--- config.mk ---
export PLATFORM = sky130hd
export DESIGN_NAME = pcie_dllp_crc_engine
export DESIGN_NICKNAME = d
export VERILOG_FILES = /design/src/rtl/pcie_dllp_crc_engine.sv
export SDC_FILE = /design/constraint.sdc
export NUM_CORES = 1
export LEC_CHECK = 0
export BUFFER_PORTS_ARGS = -buffer_cell sky130_fd_sc_hd__buf_2
export CELL_PAD_IN_SITES_DETAIL_PLACEMENT = 0
export CELL_PAD_IN_SITES_GLOBAL_PLACEMENT = 1
export CORE_MARGIN = 5
export CORE_UTILIZATION = 40
export CTS_CLUSTER_SIZE = 25
export DETAILED_ROUTE_END_ITERATION = 8
export PLACE_DENSITY_LB_ADDON = 0.1
export SLEW_MARGIN = 20
export SYNTH_ARGS = -nofsm -noshare
export SYNTH_HDL_FRONTEND = slang
export SYNTH_SLANG_ARGS = --single-unit
--- constraint.sdc ---
create_clock -name clk_i -period 6.48 [get_ports clk_i]
set_input_delay 0 -clock clk_i [delete_from_list [all_inputs] [get_ports clk_i]]
set_output_delay 0 -clock clk_i [all_outputs]
set_load 0.02 [all_outputs]
--- src/rtl/pcie_dllp_crc_engine.sv ---
// DLLP CRC-16 engine (poly 0x100B, LSB-first): accumulates byte-enabled beats
// of a frame and presents the final CRC and receive-side compare on a held result port.
module pcie_dllp_crc_engine #(
  parameter int          DATA_W     = 32,
  parameter logic [15:0] POLY_REFL  = 16'hD008,
  parameter logic [15:0] CRC_INIT   = 16'hFFFF,
  parameter bit          OUT_INVERT = 1'b1
) (
  input  logic                  clk_i,
  input  logic                  rst_i,
  input  logic                  s_valid_i,
  output logic                  s_ready_o,
  input  logic [DATA_W-1:0]     s_data_i,
  input  logic [DATA_W/8-1:0]   s_keep_i,
  input  logic                  s_last_i,
  input  logic                  s_clear_i,
  input  logic [15:0]           crc_rx_i,
  output logic                  crc_valid_o,
  input  logic                  crc_ready_i,
  output logic [15:0]           crc_o,
  output logic                  crc_match_o
);

  localparam int LANES = DATA_W / 8;
  localparam logic [LANES-1:0] KEEP_ONE = (LANES)'(1);

  typedef enum logic {
    ACCUM = 1'b0,
    DONE  = 1'b1
  } state_t;

  state_t      state_q, state_d;
  logic [15:0] acc_q, acc_d;
  logic [15:0] crc_q, crc_d;
  logic        valid_q, valid_d;
  logic        match_q, match_d;
  logic [15:0] beat_crc;
  logic [15:0] final_crc;
  logic        keep_contig;

  function automatic logic [15:0] byte_step(input logic [15:0] c_in, input logic [7:0] b);
    logic [15:0] c;
    c = c_in ^ {8'h00, b};
    for (int i = 0; i < 8; i++) begin
      c = c[0] ? ((c >> 1) ^ POLY_REFL) : (c >> 1);
    end
    return c;
  endfunction

  // Lane 0 is folded first; byte enables only mask lanes on the last beat.
  always_comb begin
    beat_crc = acc_q;
    for (int l = 0; l < LANES; l++) begin
      if (!s_last_i || s_keep_i[l]) begin
        beat_crc = byte_step(beat_crc, s_data_i[8*l +: 8]);
      end
    end
  end

  assign final_crc = OUT_INVERT ? ~beat_crc : beat_crc;

  always_comb begin
    state_d   = state_q;
    acc_d     = acc_q;
    crc_d     = crc_q;
    valid_d   = valid_q;
    match_d   = match_q;
    s_ready_o = 1'b0;
    case (state_q)
      ACCUM: begin
        s_ready_o = 1'b1;
        // A clear wins over any beat in the same cycle, which is accepted and dropped.
        if (s_clear_i) begin
          acc_d = CRC_INIT;
        end else if (s_valid_i) begin
          if (s_last_i) begin
            crc_d   = final_crc;
            match_d = (final_crc == crc_rx_i);
            valid_d = 1'b1;
            acc_d   = CRC_INIT;
            state_d = DONE;
          end else begin
            acc_d = beat_crc;
          end
        end
      end
      DONE: begin
        if (crc_ready_i) begin
          valid_d = 1'b0;
          state_d = ACCUM;
        end
      end
      default: begin
        state_d = ACCUM;
      end
    endcase
    if (rst_i) begin
      s_ready_o = 1'b0;
    end
  end

  always_ff @(posedge clk_i) begin
    if (rst_i) begin
      state_q <= ACCUM;
      acc_q   <= CRC_INIT;
      crc_q   <= 16'h0000;
      valid_q <= 1'b0;
      match_q <= 1'b0;
    end else begin
      state_q <= state_d;
      acc_q   <= acc_d;
      crc_q   <= crc_d;
      valid_q <= valid_d;
      match_q <= match_d;
    end
  end

  assign crc_o       = crc_q;
  assign crc_valid_o = valid_q;
  assign crc_match_o = match_q;

  // Enables on a last beat must form a run of ones starting at lane 0.
  assign keep_contig = ((s_keep_i & (s_keep_i + KEEP_ONE)) == '0);

  keep_contiguous_a: assert property (@(posedge clk_i) disable iff (rst_i)
    (s_valid_i && s_ready_o && s_last_i && !s_clear_i) |-> keep_contig);

endmodule

==> results of run 1 <==
-- flip-flops by register name (all words and copies together), names as in the netlist --
register	flops
acc_q	16
crc_match_o	1
crc_o	16
crc_valid_o	1
state_q	1
-- kinds of logic after synthesis --
logic type | synth area share (%)
buf+inv | 3.19
simple gates | 21.5
compound gates | 19.9
flops | 13.9
xor+xnor | 37.1
mux | 4.41
-- worst register-to-register path, delay by kind of cell, from the launching register on --
kind / cells / cell delay (ns)
xor gates and xnor gates: 6 / 2.24
and+or+nand+nor: 4 / 1.35
AOI/OAI and AO/OA: 4 / 1.04
DFF: 1 / 0.51
muxes: 1 / 0.27
-- what timing repair did --
item / 4_1_cts / 5_1_grt
gates resized for setup: 0 / 0
setup buffers: 0 / 0
hold buffers: 1 / 0
hold endpoints to repair: 1 / 0
-- area by class of cell --
type / instances / area [µm²]
inverters: 3 / 11.3
fillers: 1320 / 6750
well taps: 172 / 215
repair buffers: 88 / 473
clock inverters: 2 / 12.5
flip-flops and latches: 35 / 701
multi-input cells: 538 / 4180
clock buffers: 6 / 129
-- cell usage in the layout, fill, tap and decap left out, types with 11 or more instances in the layout --
cell type,synthesis,final
o21ai_0,19,19
buf_2,5,76
mux2i_1,12,12
xnor2_1,78,78
nor3_1,14,14
xnor3_1,14,14
buf_4,2,11
nand2_1,45,45
nor2_1,74,74
dfxtp_1,35,35
nand2b_1,17,17
a21oi_1,45,45
xor2_1,37,37
-- per-layer routing --
metal	track usage (%)	routed length (µm)
met3	2.04	715
met2	39.4	8360
met5	0	0
met4	6.30	340
met1	29.2	7310
-- metrics by stage --
| step | util [%] | worst slack, ns |
|---|---|---|
| 2_1_floorplan | - | 2.00 |
| 3_3_place_gp | 44.7 | 1.08 |
| 3_5_place_dp | 44.7 | 1.02 |
| 4_1_cts | 45.9 | 0.976 |
| 5_1_grt | 45.9 | 0.819 |
| 6_report | 45.9 | 0.981 |
-- path summary, 6_finish.rpt --
check / to / slack (ns) / cells after the start
max: crc_match_o / 0.98 / 15
min: crc_match_o / 0.1 / 4
max reg2reg: crc_match_o / 0.98 / 15
min reg2reg: crc_o[9] / 0.46 / 2
==> reports/metrics.cfg, run 1 <==
[cts]
cts-root-buf=clkbuf_16
path_clk_slew_ns=0.06
clkSinkCount=35
cts_max_level=2
ctsLongestPathBuffers=2
cts_buffers=5
insertion_delay_ns=0.28
cts_tree=yes

[die]
die_w_um=122
dieArea_um2=14900
die_y_um=122
start_util_pct=40.3
rows=41
ios=77
core_um2=12500

[route]
wl_per_cell_um=19.8
wl_mm=16.7
num_vias=4676
drtPass1Iterations=4
via_per_inst=5.54
drc=0
ant_nets=0
drt_iter0_drc=329

[min_path]
worstHoldPathType=in2reg
min_from=crc_rx_i[0]

[layout]
fin_cells=844
drive_above_1_share_pct=21.1
nNetsFinal=729
diodes=0
final_area_um2=5720
syn2layout_area_growth_pct=13.8

[synth]
yosysSeqAreaShare_pct=13.9
synth_ff_type=dfxtp_1
synthTopCellsByArea=dfxtp_1, xnor2_1, xor2_1, xnor3_1, nor2_1
ys_types=74
synth_edf_count=0
synthCells=610
synth_area_per_cell_um2=8.24
yosys_warnings=0
synth_top_cell_by_area=dfxtp_1
syn_nets=668
yosysMostFrequentCell=xnor2_1
synth-seq-cells=35
synthArstFlopShare_pct=0
yosys.area.top_type_share_pct=13.9
ys_top_cells_by_count=xnor2_1, nor2_1, a21oi_1, nand2_1, xor2_1
netlist_area_um2=5030

[setup_path]
crit_path_start_kind=flop
critPathMaxStageDelay_ns=0.55
crit_chain=xor3_1 -> mux2i_4 -> xnor2_1 -> xnor3_2 -> xnor3_1 -> or2_2 -> o31ai_1 -> o22ai_4 -> xnor2_2 -> xnor3_1 -> nor3b_1 -> or4_1 -> nor4_1 -> o2111ai_1 -> o31ai_2
crit_path_start=acc_q[0]
endpoint_kind=flop
cp_common_cell=xnor3_1
cp_max_fo=7
cp_slowest_cell=xor3_1
critical_path_class=reg2reg
reg2reg_from=acc_q[0]
crit_required_ns=6.67
cp.arrival_ns=5.69
path_delay_family=XOR/XNOR gates
path_buf_inv=0

[sta]
period_needed_ns=5.50
holdWs_ns=0.0965
period_share_pct=84.9
hold_viol=0
setup_viol=0
worstMarginPinSlew_ns=0.983
setup-tns-final_ns=0
rsz0062_at_grt=false
clock-skew-final_ns=0.00465
relSlewSlack_pct=33.6
finalMaxSlewViolations=0
fmax_mhz=182

[status]
outcome=finished clean

[grt]
grt_usage_pct=22.4
antenna_found_initial=0
grt_first_pass_wirelength_mm=25.4
grt_pass1_vias=4521
grt_max_degree=38
grt_overflow=0

[placed_design]
port_buffers=76
dp_cells=835
placed_area_um2=5570
place_congestion=0.940
place_hpwl_mm=13.5

[job]
maxCapViolCount=0

Power of run 1 is left out: the tool's default activity adds up to more than one toggle a clock period on the data nets, which glitch-free logic cannot reach.
==> run 2, diff against run 1 <==
- clock period: 6.48 -> 4.5 ns (I/O delays scaled with it)
==> reports/metrics.cfg, run 2 (same netlist as run 1, synthesis figures left out) <==
[status]
outcome=finished clean

[die]
core_um2=12500  ; unchanged
die_w_um=122  ; unchanged
start_util_pct=40.3  ; unchanged
ios=77  ; unchanged
dieArea_um2=14900  ; unchanged
rows=41  ; unchanged
die_y_um=122  ; unchanged

[cts]
insertion_delay_ns=0.28  ; about the same
cts_max_level=2  ; unchanged
cts_tree=yes
path_clk_slew_ns=0.06  ; about the same
cts_buffers=5  ; unchanged
clkSinkCount=35  ; unchanged
ctsHoldBuffers=0  ; -1
cts-root-buf=clkbuf_16
ctsLongestPathBuffers=2  ; unchanged

[grt]
antenna_found_initial=0  ; unchanged
grt_pass1_vias=4965  ; +9.8%
grt_usage_pct=23.9  ; +1.5 points
grt_max_degree=38  ; unchanged
grt_overflow=0  ; unchanged
grt_first_pass_wirelength_mm=27.3  ; +7.5%

[setup_path]
endpoint_kind=flop
cp.arrival_ns=4.59  ; -1.10 ns
reg2reg_from=acc_q[7]
crit_path_start_kind=flop
rr_worst_depth=19  ; +4
r2r_end=crc_match_o
crit_required_ns=4.70  ; -1.97 ns
cp_max_fo=4  ; -3
critical_path_class=reg2reg
reg2reg_slack_ns=0.11  ; -0.87 ns

[sta]
period_share_pct=97.6  ; +13 points
finalMaxSlewViolations=0  ; unchanged
hold_viol=0  ; unchanged
setup_viol=0  ; unchanged
fmax_mhz=228  ; +25%
worstMarginPinSlew_ns=0.941  ; -0.0416 ns
setup-tns-final_ns=0  ; unchanged
period_needed_ns=4.39  ; -1.11 ns
clock-skew-final_ns=0.00629  ; +0.00164 ns
relSlewSlack_pct=37.3  ; +3.7 points

[route]
wl_mm=18.3  ; +9.5%
wl_per_cell_um=19.2  ; -3.1%
via_per_inst=5.47  ; -1.2%
drt_iter0_drc=391  ; +19%
num_vias=5220  ; +12%
ant_nets=0  ; unchanged
drc=0  ; unchanged
drtPass1Iterations=5  ; +1

[layout]
layout_commonest_cell=buf_4
final_cell_mix=buf_4, buf_2, nor2_1
diodes=0  ; unchanged
drive_above_1_share_pct=40.0  ; +19 points
syn2layout_area_growth_pct=38.2
nNetsFinal=839  ; +15%

[job]
maxCapViolCount=0  ; unchanged

[min_path]
min_from=crc_ready_i
min_delay_worst_endpoint=state_q
min_path_cells=3  ; -1
worstHoldPathType=in2reg

[placed_design]
place_congestion=0.940  ; about the same
port_buffers=76  ; unchanged
place_hpwl_mm=14.7  ; +8.3%

## run 2: cell count changes in the layout (fill, tap and decap cells not counted), moves of 3 or more
cell,change
xnor2_4,+4
dfxtp_2,+9
xnor2_1,-20
xnor2_2,+16
xnor3_2,+3
a21oi_1,-6
dfxtp_1,-11
a21oi_2,+5
buf_4,+109
xnor3_1,-3
## run 2: what timing repair did
item | in CTS | in global routing
pin swaps | 12 | 22
gates cloned | 0 | 0
setup buffers | 9 | 9
resized for setup | 17 | 60
endpoints found under the setup margin | 1 | 5
## run 2: area by class of cell
cell class,instances,area (µm²)
Sequential cell,35,719
Clock buffer,5,125
Inverter,3,11.3
Multi-Input combinational cell,538,4530
Fill cell,1209,5520
Clock inverter,3,43.8
Tap cell,172,215
Timing Repair Buffer,198,1300
## run 2: layer usage
| layer | wire (µm) | GRT usage, % | vias up |
|---|---|---|---|
| met5 | 0 | 0 | - |
| li1 | - | - | 2502 |
| met2 | 8830 | 39.5 | 206 |
| met3 | 1090 | 3.48 | 28 |
| met4 | 444 | 6.93 | 0 |
| met1 | 7950 | 32.4 | 2484 |
## run 2: how the worst max path moves through the flow
stage | depth (start not counted) | slack, ns | start | endpoint
floorplan | 16 | 0.02 | acc_q[0] | crc_match_o
global placement | 18 | -0.13 | acc_q[2] | crc_match_o
detailed placement | 18 | -0.20 | acc_q[2] | crc_match_o
CTS | 17 | 0.003 | acc_q[7] | crc_match_o
global route | 19 | -0.09 | acc_q[7] | crc_match_o
finish | 19 | 0.11 | acc_q[7] | crc_match_o
## run 2: critical path: stages (launching register included)
cell	delay [ns]
dfxtp_2	0.35
xnor3_2	0.31
buf_4	0.17
xnor2_2	0.14
and3_1	0.22
o21ai_1	0.35
and2_2	0.29
a21oi_4	0.08
a211oi_4	0.29
buf_4	0.16
buf_4	0.11
xor3_1	0.33
a21oi_2	0.19
buf_6	0.16
xnor2_1	0.11
a31oi_1	0.10
a2111o_1	0.32
nor4_2	0.29
o2111ai_1	0.17
o31ai_2	0.19
## run 2: metrics by stage
step	setup WS [ns]	cell area, µm²	hold WS (ns)	util (%)	instances
3_3_place_gp	-0.130	6260	0.287	50.2	928
3_5_place_dp	-0.196	6260	0.302	50.2	928
4_1_cts	0.00254	6590	0.00672	52.9	945
2_1_floorplan	0.0249	5030	0.182	-	610
5_1_grt	-0.0925	6950	0.00852	55.7	954
6_report	0.109	6950	0.00458	55.7	954
Power of run 2 is left out for the same reason.
